--- src/rtl/frame_sync_monitor_if.sv ---
// Signal bundle between the frame sync source/control side (master) and
// frame_sync_monitor (slave).
interface frame_sync_monitor_if #(
  parameter int PERIOD_WIDTH = 32,
  parameter int COUNT_WIDTH  = 16
);
  logic                    frame_sync_i;
  logic                    clear_i;
  logic                    frame_start_o;
  logic [PERIOD_WIDTH-1:0] frame_period_o;
  logic                    period_valid_o;
  logic [COUNT_WIDTH-1:0]  frame_count_o;
  logic                    locked_o;
  logic                    timeout_o;

  modport master (
    output frame_sync_i, clear_i,
    input  frame_start_o, frame_period_o, period_valid_o,
           frame_count_o, locked_o, timeout_o
  );

  modport slave (
    input  frame_sync_i, clear_i,
    output frame_start_o, frame_period_o, period_valid_o,
           frame_count_o, locked_o, timeout_o
  );
endinterface

--- src/rtl/frame_sync_monitor.sv ---
// Synchronizes and debounces the frame sync level, emits a frame-start strobe,
// measures the frame period and tracks lock / loss-of-signal status.
module frame_sync_monitor #(
  parameter int PERIOD_WIDTH   = 32,
  parameter int COUNT_WIDTH    = 16,
  parameter int SYNC_STAGES    = 2,
  parameter int MIN_HIGH       = 4,
  parameter int TIMEOUT_CYCLES = 100000000
) (
  input logic                 clk_i,
  input logic                 reset_i,
  frame_sync_monitor_if.slave mon
);

  localparam int RUN_WIDTH = (MIN_HIGH > 1) ? $clog2(MIN_HIGH) : 1;
  localparam logic [RUN_WIDTH-1:0]    RUN_LAST    = RUN_WIDTH'(MIN_HIGH - 1);
  localparam logic [PERIOD_WIDTH-1:0] TIMEOUT_VAL = PERIOD_WIDTH'(TIMEOUT_CYCLES);
  localparam logic [PERIOD_WIDTH-1:0] PERIOD_MAX  = '1;

  typedef enum logic [1:0] {
    NO_SIGNAL = 2'd0,
    FIRST     = 2'd1,
    LOCKED    = 2'd2
  } state_e;

  logic [SYNC_STAGES-1:0]  sync_q, sync_d;
  logic                    filt_q, filt_d;
  logic                    filt_last_q, filt_last_d;
  logic [RUN_WIDTH-1:0]    run_q, run_d;
  state_e                  state_q, state_d;
  logic [PERIOD_WIDTH-1:0] counter_q, counter_d;
  logic [PERIOD_WIDTH-1:0] period_q, period_d;
  logic                    valid_q, valid_d;
  logic [COUNT_WIDTH-1:0]  count_q, count_d;
  logic                    locked_q, locked_d;
  logic                    timeout_q, timeout_d;
  logic                    start_q, start_d;
  logic                    sample;
  logic                    start_event;

  // The run counter tracks consecutive samples that disagree with the
  // filtered level; any agreeing sample restarts it.
  always_comb begin
    // NOTE: every combinational output gets a default first so no path
    // through the block leaves a signal unassigned and infers a latch.
    sync_d      = {sync_q[SYNC_STAGES-2:0], mon.frame_sync_i};
    sample      = sync_q[SYNC_STAGES-1];
    filt_d      = filt_q;
    run_d       = '0;
    filt_last_d = filt_q;
    if (sample != filt_q) begin
      if (run_q == RUN_LAST) filt_d = sample;
      else                   run_d  = run_q + RUN_WIDTH'(1);
    end
    start_event = filt_q & ~filt_last_q;
  end

  always_comb begin
    state_d   = state_q;
    counter_d = counter_q;
    period_d  = period_q;
    valid_d   = valid_q;
    count_d   = count_q;
    timeout_d = timeout_q;
    start_d   = 1'b0;

    if (mon.clear_i) begin
      // Clear beats a coincident start event: the start is simply dropped.
      state_d   = NO_SIGNAL;
      counter_d = '0;
      period_d  = '0;
      valid_d   = 1'b0;
      count_d   = '0;
      timeout_d = 1'b0;
    end else if (start_event) begin
      start_d   = 1'b1;
      count_d   = count_q + COUNT_WIDTH'(1);
      counter_d = PERIOD_WIDTH'(1);
      unique case (state_q)
        NO_SIGNAL: state_d = FIRST;
        FIRST: begin
          state_d  = LOCKED;
          period_d = counter_q;
          valid_d  = 1'b1;
        end
        LOCKED:  period_d = counter_q;
        default: state_d  = NO_SIGNAL;
      endcase
    end else if (state_q == NO_SIGNAL) begin
      counter_d = '0;
    end else if (counter_q == TIMEOUT_VAL) begin
      state_d   = NO_SIGNAL;
      counter_d = '0;
      timeout_d = 1'b1;
      valid_d   = 1'b0;
    end else if (counter_q != PERIOD_MAX) begin
      counter_d = counter_q + PERIOD_WIDTH'(1);
    end

    locked_d = (state_d == LOCKED);
  end

  always_ff @(posedge clk_i or posedge reset_i) begin
    if (reset_i) begin
      sync_q      <= '0;
      filt_q      <= 1'b0;
      filt_last_q <= 1'b0;
      run_q       <= '0;
      state_q     <= NO_SIGNAL;
      counter_q   <= '0;
      period_q    <= '0;
      valid_q     <= 1'b0;
      count_q     <= '0;
      locked_q    <= 1'b0;
      timeout_q   <= 1'b0;
      start_q     <= 1'b0;
    end else begin
      // NOTE: non-blocking assignments so every flop samples pre-edge values.
      sync_q      <= sync_d;
      filt_q      <= filt_d;
      filt_last_q <= filt_last_d;
      run_q       <= run_d;
      state_q     <= state_d;
      counter_q   <= counter_d;
      period_q    <= period_d;
      valid_q     <= valid_d;
      count_q     <= count_d;
      locked_q    <= locked_d;
      timeout_q   <= timeout_d;
      start_q     <= start_d;
    end
  end

  assign mon.frame_start_o  = start_q;
  assign mon.frame_period_o = period_q;
  assign mon.period_valid_o = valid_q;
  assign mon.frame_count_o  = count_q;
  assign mon.locked_o       = locked_q;
  assign mon.timeout_o      = timeout_q;

endmodule
--- src/flat_wrapper.sv ---
// flat-port wrapper written by rule: the top's interface ports become plain ports
module frame_sync_monitor_flat 
#(
  parameter int PERIOD_WIDTH   = 32,
  parameter int COUNT_WIDTH    = 16,
  parameter int SYNC_STAGES    = 2,
  parameter int MIN_HIGH       = 4,
  parameter int TIMEOUT_CYCLES = 100000000
)
  (clk_i, reset_i, mon_frame_sync_i, mon_clear_i, mon_frame_start_o, mon_frame_period_o, mon_period_valid_o, mon_frame_count_o, mon_locked_o, mon_timeout_o);
  frame_sync_monitor_if #(.PERIOD_WIDTH(PERIOD_WIDTH), .COUNT_WIDTH(COUNT_WIDTH)) mon_i ();
  input logic clk_i;
  input logic reset_i;
  input wire logic [$bits(mon_i.frame_sync_i)-1:0] mon_frame_sync_i;
  input wire logic [$bits(mon_i.clear_i)-1:0] mon_clear_i;
  output wire logic [$bits(mon_i.frame_start_o)-1:0] mon_frame_start_o;
  output wire logic [$bits(mon_i.frame_period_o)-1:0] mon_frame_period_o;
  output wire logic [$bits(mon_i.period_valid_o)-1:0] mon_period_valid_o;
  output wire logic [$bits(mon_i.frame_count_o)-1:0] mon_frame_count_o;
  output wire logic [$bits(mon_i.locked_o)-1:0] mon_locked_o;
  output wire logic [$bits(mon_i.timeout_o)-1:0] mon_timeout_o;
  assign mon_i.frame_sync_i = mon_frame_sync_i;
  assign mon_i.clear_i = mon_clear_i;
  assign mon_frame_start_o = mon_i.frame_start_o;
  assign mon_frame_period_o = mon_i.frame_period_o;
  assign mon_period_valid_o = mon_i.period_valid_o;
  assign mon_frame_count_o = mon_i.frame_count_o;
  assign mon_locked_o = mon_i.locked_o;
  assign mon_timeout_o = mon_i.timeout_o;
  frame_sync_monitor #(.PERIOD_WIDTH(PERIOD_WIDTH), .COUNT_WIDTH(COUNT_WIDTH), .SYNC_STAGES(SYNC_STAGES), .MIN_HIGH(MIN_HIGH), .TIMEOUT_CYCLES(TIMEOUT_CYCLES)) u_core (.clk_i(clk_i), .reset_i(reset_i), .mon(mon_i));
endmodule
--- config.mk ---
export PLATFORM = sky130hd
export DESIGN_NAME = frame_sync_monitor_flat
export DESIGN_NICKNAME = d
export VERILOG_FILES = /design/src/rtl/frame_sync_monitor_if.sv /design/src/rtl/frame_sync_monitor.sv /design/src/flat_wrapper.sv
export SDC_FILE = /design/constraint.sdc
export NUM_CORES = 1
export LEC_CHECK = 0
export ABC_AREA = 1
export CAP_MARGIN = 20
export CELL_PAD_IN_SITES_DETAIL_PLACEMENT = 0
export CELL_PAD_IN_SITES_GLOBAL_PLACEMENT = 2
export CORE_MARGIN = 2
export CORE_UTILIZATION = 36
export DETAILED_ROUTE_END_ITERATION = 8
export HOLD_SLACK_MARGIN = 0.15
export PLACE_DENSITY_LB_ADDON = 0.1
export SYNTH_ARGS = -nofsm -noshare
export SYNTH_HDL_FRONTEND = slang
export SYNTH_SLANG_ARGS = --single-unit
export TNS_END_PERCENT = 50
--- constraint.sdc ---
create_clock -name clk_i -period 6.3 [get_ports clk_i]
set_input_delay 1.89 -clock clk_i [delete_from_list [all_inputs] [get_ports clk_i]]
set_output_delay 1.89 -clock clk_i [all_outputs]
set_load 0.1 [all_outputs]
==> results of run 1 <==
sequential cells by signal, indices dropped and copies added, names as in the netlist:
register and flops:
u_core.filt_last_q 1, u_core.mon.frame_period_o 32, u_core.sync_q 2, u_core.mon.frame_count_o 16, u_core.mon.locked_o 1, u_core.run_q 2, u_core.mon.frame_start_o 1, u_core.mon.timeout_o 1
u_core.mon.period_valid_o 1, u_core.filt_last_d 1, u_core.state_q 2, u_core.counter_q 32
kinds of logic (layout without fill, tap and decap cells):
group,count (synthesis),count (layout),share of synthesized area (%)
and+or+nand+nor,380,380,35.2
DFF,92,92,45.4
AOI/OAI and AO/OA,85,85,10.5
buffers and inverters,82,138,6.68
adders and majority gates,7,7,1.73
xor gates and xnor gates,3,3,0.518
path summary, 6_finish.rpt:
check / start / to / slack, ns / cells after the start
min in group asynchronous: reset_i / u_core.run_q[1] / 1.86 / 2
worst min-delay path: u_core.sync_q[0] / u_core.sync_q[1] / 0.37 / 0
worst max-delay path: u_core.mon.frame_count_o[5] / mon_frame_count_o[5] / 2.45 / 1
worst min register to register: u_core.sync_q[0] / u_core.sync_q[1] / 0.37 / 0
worst max register to register: u_core.filt_last_d / u_core.mon.locked_o / 3.85 / 6
max in group asynchronous: reset_i / u_core.mon.frame_period_o[25] / 3.33 / 4
where the power goes:
| part | internal, mW | switching, mW | total [mW] |
|---|---|---|---|
| Combinational | 0.0687 | 0.233 | 0.302 |
| Sequential | 0.617 | 0.0255 | 0.642 |
| Clock | 0.265 | 0.242 | 0.507 |
cell usage after synthesis, types with 5 or more instances:
master	instances
a21oi_1	23
a21oi_2	20
clkbuf_1	10
dfrtp_1	92
ha_1	7
inv_1	61
nand2_1	158
nand2_2	5
nand3_1	79
nand4_1	19
nor2_1	75
nor2_2	5
nor2_4	6
nor3_1	16
o21ai_0	32
layout make-up:
class	instances	area share, %
Clock buffer	9	3.71
Clock inverter	6	0.660
Inverter	64	3.98
Multi-Input combinational cell	475	40.1
Sequential cell	92	37.9
Tap cell	180	3.71
Timing Repair Buffer	59	9.90
cell usage in the layout, fill, tap and decap left out, types with 3 or more instances in the layout:
cell type,n
nand3_1,79
nand3b_1,4
nor2_2,5
a21boi_0,4
nand2_2,5
clkdlybuf4s50_1,55
dfrtp_1,92
a21oi_1,23
nand2_1,158
clkinv_2,4
a21oi_2,20
ha_1,7
clkbuf_16,9
nor3_2,3
inv_1,60
nand4_1,19
nor2_1,75
inv_2,3
nor2_4,6
o21ai_0,32
nor3_1,16
metrics by stage:
step | utilization, % | setup WS (ns) | std cells | power [mW] | hold slack [ns]
global route | 43.9 | 2.21 | 885 | 1.53 | 0.379
finish | 43.9 | 2.45 | 885 | 1.45 | 0.369
floorplan | - | 2.02 | 649 | 0.875 | 0.331
global placement | 41.7 | 2.23 | 868 | 0.948 | 0.344
CTS | 43.6 | 2.43 | 883 | 1.47 | 0.361
detailed placement | 41.7 | 2.16 | 868 | 0.952 | 0.346
routing by layer:
layer  track usage, %  share of wire (%)  vias to the layer above
li1                 -                  -                     2243
met1             28.9                 47                     2207
met2             33.7                 46                       90
met3             4.14                4.1                       17
met4             7.26                2.3                        0
met5                0                  0                        -
==> summary.txt, run 1 <==
Detailed routing
  – WL/cell: roughly 17 µm
  – Routed vias/inst: 5.15
  – Via count: 4,557
  – Remaining DRCs: 0
  – DRT iter0 DRCs: 339
  – DR pass1 iterations: 4
  – Post-route ant nets: 0
  – Routed wire length: 14,800 µm

Synth
  – Synth cell types: 35
  – Yosys top cell by area: dfrtp_1
  – Synth Instances: 649
  – Mean Syn Cell Area: 7.82 µm²
  – Async SR Flop Fraction: 100%
  – Register area share after synthesis: 45.4%
  – Flops & latches, synth: 92
  – Top_reg_cell synth: dfrtp_1
  – Top-area cell type share of the netlist area: 45.4%
  – Number of synthesized flops with an enable pin: 0
  – Synth area leaders: dfrtp_1 (45%), nand2_1 (12%), nand3_1 (7.8%)
  – Post-Syn Area: a little over 0.005 mm²
  – YS warnings: 0
  – Syn_nets: 660

Place
  – DP Wirelength: ~11,000 µm
  – RD Place Congestion: 0.869
  – Input/output buffers: 55
  – Cell Area, Placed: between 0.005 and 0.006 mm²

Setup path
  – WP data arrival: ~2.0 ns
  – Startpoint types: register
  – Worst EP required: about 4.4 ns
  – CP top delay family: buffers and inverters
  – Crit-path max cell delay: 1.17 ns
  – Slowest CP cell: clkdlybuf4s50_1
  – Critical path class: register to output port
  – Bufs and invs on worst path: 1
  – Crit end category: output port
  – Critical-path maximum fanout: 7
  – CP Cell Sequence: clkdlybuf4s50_1

Timing
  – Unrepaired setup endpoints after global routing: false
  – Worst Skew: 0.00810 ns
  – Final Critical Period: 3.85 ns
  – Final Max Tran Viols: 0
  – Actual slew at the worst max-slew pin: approximately 0.98 ns
  – Final setup vio count: 0
  – Achievable Freq: between 0.2 and 0.3 GHz
  – Slew Limit Headroom: 34.4%
  – Final-report hold violation count: 0
  – Setup TNS: 0 ns
  – Final period util: 61.2%

Floorplan
  – FP Rows: 43
  – Ports: 56
  – Die H: roughly 120 µm
  – Die area: 0.0151 mm²
  – Chip width: 123 µm
  – Starting Density: 36.7%
  – Core Box Area: 0.0138 mm²

Global route
  – Largest net degree at the start of global routing: 55
  – Vias in the first global route: 4,563
  – Remaining global-route overflow: 0
  – Initial antenna violation count: 0
  – Total global routing track utilization: a little over a fifth
  – First-pass GRT wire length: 24,300 µm

Power
  – Pwr dens: ~240 mW/mm²
  – P_leak: 2.54 nW
  – Worst VDD drop: 0.121 mV

Clocking
  – CTS H-Tree Depth: 3
  – Clk_lat worst skew: 0.35 ns
  – Postcts setup bufs: 0
  – CTS Hold Buffers Added: 0
  – Clk slew on worst S/H paths: 0.06 ns
  – Resize count post-CTS: 0
  – Longest Clk Path Bufs: 2
  – Root Driver: clkbuf_16
  – TritonCTS Buffers: 9
  – Clock sinks: a little over 90
  – CTS tree: yes

Job
  – Number of max-cap violations: 0

Finish
  – Fill count: 1,407
  – Area occupied by multi-input gates: 0.00243 mm²
  – Storage cell area: 0.00230 mm²
  – Fraction of layout cells with a size suffix above 1: 9.93%
  – Final #Nets: 712
  – Final instance area: 0.00607 mm²
  – ANT cells: 0
  – Synthesis-to-layout area growth: 19.6%

Worst hold path
  – Hold crit path type: register to register

Run status
  – Status: complete, no violations
Power figures use the tool's default switching activity.
==> run 2: changes to the inputs <==
CORE_UTILIZATION = 30   (was 36)
clock period = 3.5 ns   (was 6.3 ns; I/O delays follow)
==> summary.txt, run 2 (synthesis results as in run 1) <==
Finish
  – Fraction of layout cells with a size suffix above 1: 17.6%
  – Commonest non-fill, non-tap cell in the layout: nand2_1
  – Most frequent cells in the layout: nand2_1 (158), dfrtp_1 (92), nand3_1 (79), nor2_1 (75), inv_1 (60)
  – ANT cells: 0
  – Fill count: approximately 1,800
  – Final #Nets: approximately 700
  – Storage cell area: 0.00230 mm²
  – Final Non-Filler Cells: approximately 930
  – Synthesis-to-layout area growth: 19.6%
  – Fin util: 36.6%
  – Area occupied by multi-input gates: 0.00243 mm²

Setup path
  – Worst Reg-to-Reg Cells: 8
  – Worst r2r src: u_core.counter_q[0]
  – Crit end category: register
  – Startpoint types: primary input
  – WP data arrival: roughly 2.8 ns
  – Worst EP required: ~3.8 ns
  – R2r endpoint: u_core.counter_q[25]
  – Reg2Reg Setup Slack: 1.22 ns
  – Critical-path maximum fanout: 16
  – Critical path class: primary input to register

Floorplan
  – Core Box Area: about 0.017 mm²
  – Die H: 134 µm
  – Die area: 0.0180 mm²
  – Chip width: roughly 130 µm
  – Starting Density: 30.6%
  – Ports: 56
  – FP Rows: 47

Clocking
  – Clk slew on worst S/H paths: 0.07 ns
  – CTS tree: yes
  – Root Driver: clkbuf_16
  – TritonCTS Buffers: 9
  – Longest Clk Path Bufs: 2
  – Clk_lat worst skew: 0.36 ns
  – CTS H-Tree Depth: 3
  – Resize count post-CTS: 0
  – Clock sinks: 92
  – CTS Hold Buffers Added: 0
  – Postcts setup bufs: 0

Timing
  – Achievable Freq: 0.393 GHz
  – Final period util: between 70 and 80%
  – Final setup vio count: 0
  – Hold slack: 0.354 ns
  – Unrepaired setup endpoints after global routing: false
  – Slew Limit Headroom: 54.3%
  – Final worst setup slack: about 0.95 ns
  – Setup TNS: 0 ns
  – Actual slew at the worst max-slew pin: 0.683 ns
  – Final Max Tran Viols: 0
  – Final Critical Period: 2.55 ns
  – Final-report hold violation count: 0
  – Worst Skew: 0.00708 ns

Place
  – Pre-CTS WS: 0.572 ns
  – Placed Instances: 912
  – DP Wirelength: 12,200 µm
  – Input/output buffers: 55
  – RD Place Congestion: 0.841

Global route
  – Remaining global-route overflow: 0
  – Total global routing track utilization: 19.1%
  – Initial antenna violation count: 0
  – Vias in the first global route: about 4,600
  – Largest net degree at the start of global routing: between 70 and 80
  – First-pass GRT wire length: 26,100 µm

Power
  – Pwr dens: 452 mW/mm²
  – Worst VDD drop: 0.254 mV
  – P_leak: 2.67 nW

Detailed routing
  – WL/cell: ~18 µm
  – Remaining DRCs: 0
  – DR pass1 iterations: 5
  – Routed vias/inst: 4.92
  – Routed wire length: roughly 17,000 µm
  – DRT iter0 DRCs: 236
  – Post-route ant nets: 0
  – Via count: 4,575

Run status
  – Status: complete, no violations

Worst hold path
  – Hold depth: 0
  – Worst Hold Launch: u_core.sync_q[0]
  – Hold crit path type: register to register
  – Hold Crit Endpoint: u_core.sync_q[1]

Job
  – Number of max-cap violations: 0
## run 2: cell count changes in the layout (fill, tap and decap cells not counted), sizes merged
cell / delta
clkinv: -4
inv: +1
clkinvlp: +2
clkbuf: +1
buf: +55
bufinv: +1
clkdlybuf4s50: -52
## run 2: worst max-delay path by stage
| stage | end | cells after the start | slack, ns | from |
|---|---|---|---|---|
| 2_1_floorplan | u_core.counter_q[0] | 1 | 0.06 | reset_i |
| 3_3_place_gp | u_core.counter_q[25] | 7 | 0.59 | mon_clear_i |
| 3_5_place_dp | u_core.counter_q[25] | 7 | 0.57 | mon_clear_i |
| 4_1_cts | u_core.counter_q[25] | 7 | 0.93 | mon_clear_i |
| 5_1_grt | u_core.counter_q[25] | 7 | 0.82 | mon_clear_i |
| 6_report | u_core.counter_q[25] | 7 | 0.95 | mon_clear_i |
## run 2: final cells by class
class / count / share of cell area [%]
clock buffer: 10 / 3.77
sequential: 92 / 37.9
timing repair buffer: 62 / 8.53
inverter: 64 / 3.98
tap: 220 / 4.54
clock inverter: 6 / 1.15
multi-input combinational: 475 / 40.1
## run 2: per-stage QoR
stage	area, µm²	power [mW]
2_1_floorplan	5070	1.58
3_3_place_gp	5760	1.73
3_5_place_dp	5760	1.74
4_1_cts	6050	2.78
5_1_grt	6070	2.88
6_report	6070	2.74
## run 2: worst max-delay path, cell delays in order
cell,delay [ns]
clkdlybuf4s50_1,0.49
nor2_4,0.24
nand2_1,0.16
nor2_2,0.20
nand3_4,0.27
buf_12,0.26
a21oi_1,0.14
## run 2: per-layer routing
metal	GRT usage [%]	routed length, µm	vias to the layer above
met4	7.13	322	0
li1	-	-	2254
met2	32.5	7990	83
met1	24.8	7680	2217
met5	0	0	-
met3	2.57	513	21
## run 2: where the power goes
group          internal [mW]  leakage [nW]  switching, mW  total [mW]
Clock                  0.560         0.136          0.463        1.02
Combinational          0.126          1.26          0.434       0.560
Sequential              1.11          1.27         0.0481        1.16
Total                   1.80          2.67          0.945        2.74
==> run 3: changes to the inputs <==
clock period = 2.2 ns   (was 3.5 ns; I/O delays follow)
==> summary.txt, run 3 (synthesis results as in run 1) <==
Run status
  – Status: complete, no violations

Floorplan
  – Core Box Area: 0.0166 mm²
  – Ports: 56
  – Die H: 134 µm
  – Starting Density: 30.6%
  – FP Rows: 47
  – Chip width: ~130 µm
  – Die area: roughly 0.018 mm²

Place
  – Pre-CTS WS: -0.0127 ns
  – RD Place Congestion: about 0.88
  – DP Wirelength: around 12,000 µm
  – Input/output buffers: 55

Setup path
  – WP data arrival: 2.12 ns
  – Startpoint types: primary input
  – Critical path class: primary input to register
  – Worst EP required: 2.47 ns
  – Worst r2r src: u_core.counter_q[0]
  – Worst setup path start: mon_clear_i
  – Reg2Reg Setup Slack: 0.38 ns
  – Critical-path maximum fanout: 22
  – Crit end category: register

Finish
  – Commonest non-fill, non-tap cell in the layout: nand2_1
  – Final #Nets: between 700 and 800
  – Most frequent cells in the layout: nand2_1 (158), dfrtp_1 (92), nand3_1 (79), nor2_1 (75), inv_1 (60)
  – Synthesis-to-layout area growth: 29.5%
  – Fill count: ~1,800
  – Fraction of layout cells with a size suffix above 1: 19.8%
  – ANT cells: 0
  – Fin util: 39.6%

Clocking
  – Clock sinks: 92
  – Clk slew on worst S/H paths: approximately 0.07 ns
  – CTS H-Tree Depth: 3
  – Longest Clk Path Bufs: 2
  – Root Driver: clkbuf_16
  – Clk_lat worst skew: 0.36 ns
  – Postcts setup bufs: 0
  – TritonCTS Buffers: 9
  – Resize count post-CTS: 0
  – CTS Hold Buffers Added: 0
  – CTS tree: yes

Power
  – Pwr dens: 680 mW/mm²
  – P_leak: 2.85 nW
  – Worst VDD drop: approximately 0.36 mV

Global route
  – Largest net degree at the start of global routing: 93
  – Total global routing track utilization: 19.1%
  – First-pass GRT wire length: 26,400 µm
  – Remaining global-route overflow: 0
  – Initial antenna violation count: 0
  – Vias in the first global route: 4,755

Timing
  – Worst Skew: between 0.01 and 0.015 ns
  – Final-report hold violation count: 0
  – Unrepaired setup endpoints after global routing: false
  – Slew Limit Headroom: between 60% and 70%
  – Actual slew at the worst max-slew pin: approximately 0.54 ns
  – Final period util: ~84%
  – Achievable Freq: 0.542 GHz
  – Final Critical Period: 1.84 ns
  – Final worst setup slack: 0.355 ns
  – Hold slack: roughly 0.36 ns
  – Final Max Tran Viols: 0
  – Final setup vio count: 0

Detailed routing
  – Post-route ant nets: 0
  – Via count: around 4,600
  – DR pass1 iterations: 4
  – WL/cell: about 17 µm
  – Routed wire length: around 16,000 µm
  – DRT iter0 DRCs: 240
  – Routed vias/inst: 4.86
  – Remaining DRCs: 0

Job
  – Number of max-cap violations: 0

Worst hold path
  – Worst Hold Launch: u_core.sync_q[0]
  – Hold crit path type: register to register
==> run 3: changes by cell type in the layout (fill, tap and decap cells not counted), sizes merged <==
cell / before / now
clkinvlp: 3 / 4
clkinv: 1 / 0
inv: 65 / 64
buf: 59 / 78
==> run 3: per-layer routing <==
metal	vias up	GRT usage, %	routed length, µm
met4	0	6.67	183
met2	86	31.8	7940
met3	12	2.65	515
met1	2217	25.6	7710
met5	-	0	0
li1	2291	-	-
==> run 3: area by class of cell <==
type	count	area, µm²	area share [%]
Inverter	64	244	3.71
Tap cell	220	275	4.19
Sequential cell	92	2300	35.0
Timing Repair Buffer	81	1020	15.5
Multi-Input combinational cell	475	2430	37.0
Clock inverter	5	61.3	0.933
Clock buffer	10	239	3.64
==> run 3: stage by stage <==
step           std cells  power, mW  TNS, ns  cell area (µm²)
2_1_floorplan        649       2.51        0             5080
3_3_place_gp         932       2.89        0             6270
3_5_place_dp         932       2.90  -0.0127             6270
4_1_cts              947       4.53        0             6570
5_1_grt              947       4.70        0             6570
6_report             947       4.47        0             6570
==> run 3: final timing paths <==
path | to | cells after the start
worst max-delay path | u_core.counter_q[3] | 7
worst min-delay path | u_core.sync_q[1] | 0
worst max register to register | u_core.mon.locked_o | 11
worst min register to register | u_core.sync_q[1] | 0
max in group asynchronous | u_core.counter_q[28] | 3
min in group asynchronous | u_core.mon.frame_period_o[0] | 3
==> run 3: report_power, final <==
part | switching [mW] | internal, mW
clock | 0.706 | 0.910
combinational | 0.713 | 0.306
sequential | 0.0665 | 1.77
==> run 3: critical path, stage by stage <==
cell             delay (ns)
clkdlybuf4s50_1        0.47
nor2_4                 0.15
nand2_1                0.13
nor2_2                 0.20
nand3_4                0.12
buf_12                 0.18
a21boi_0               0.20
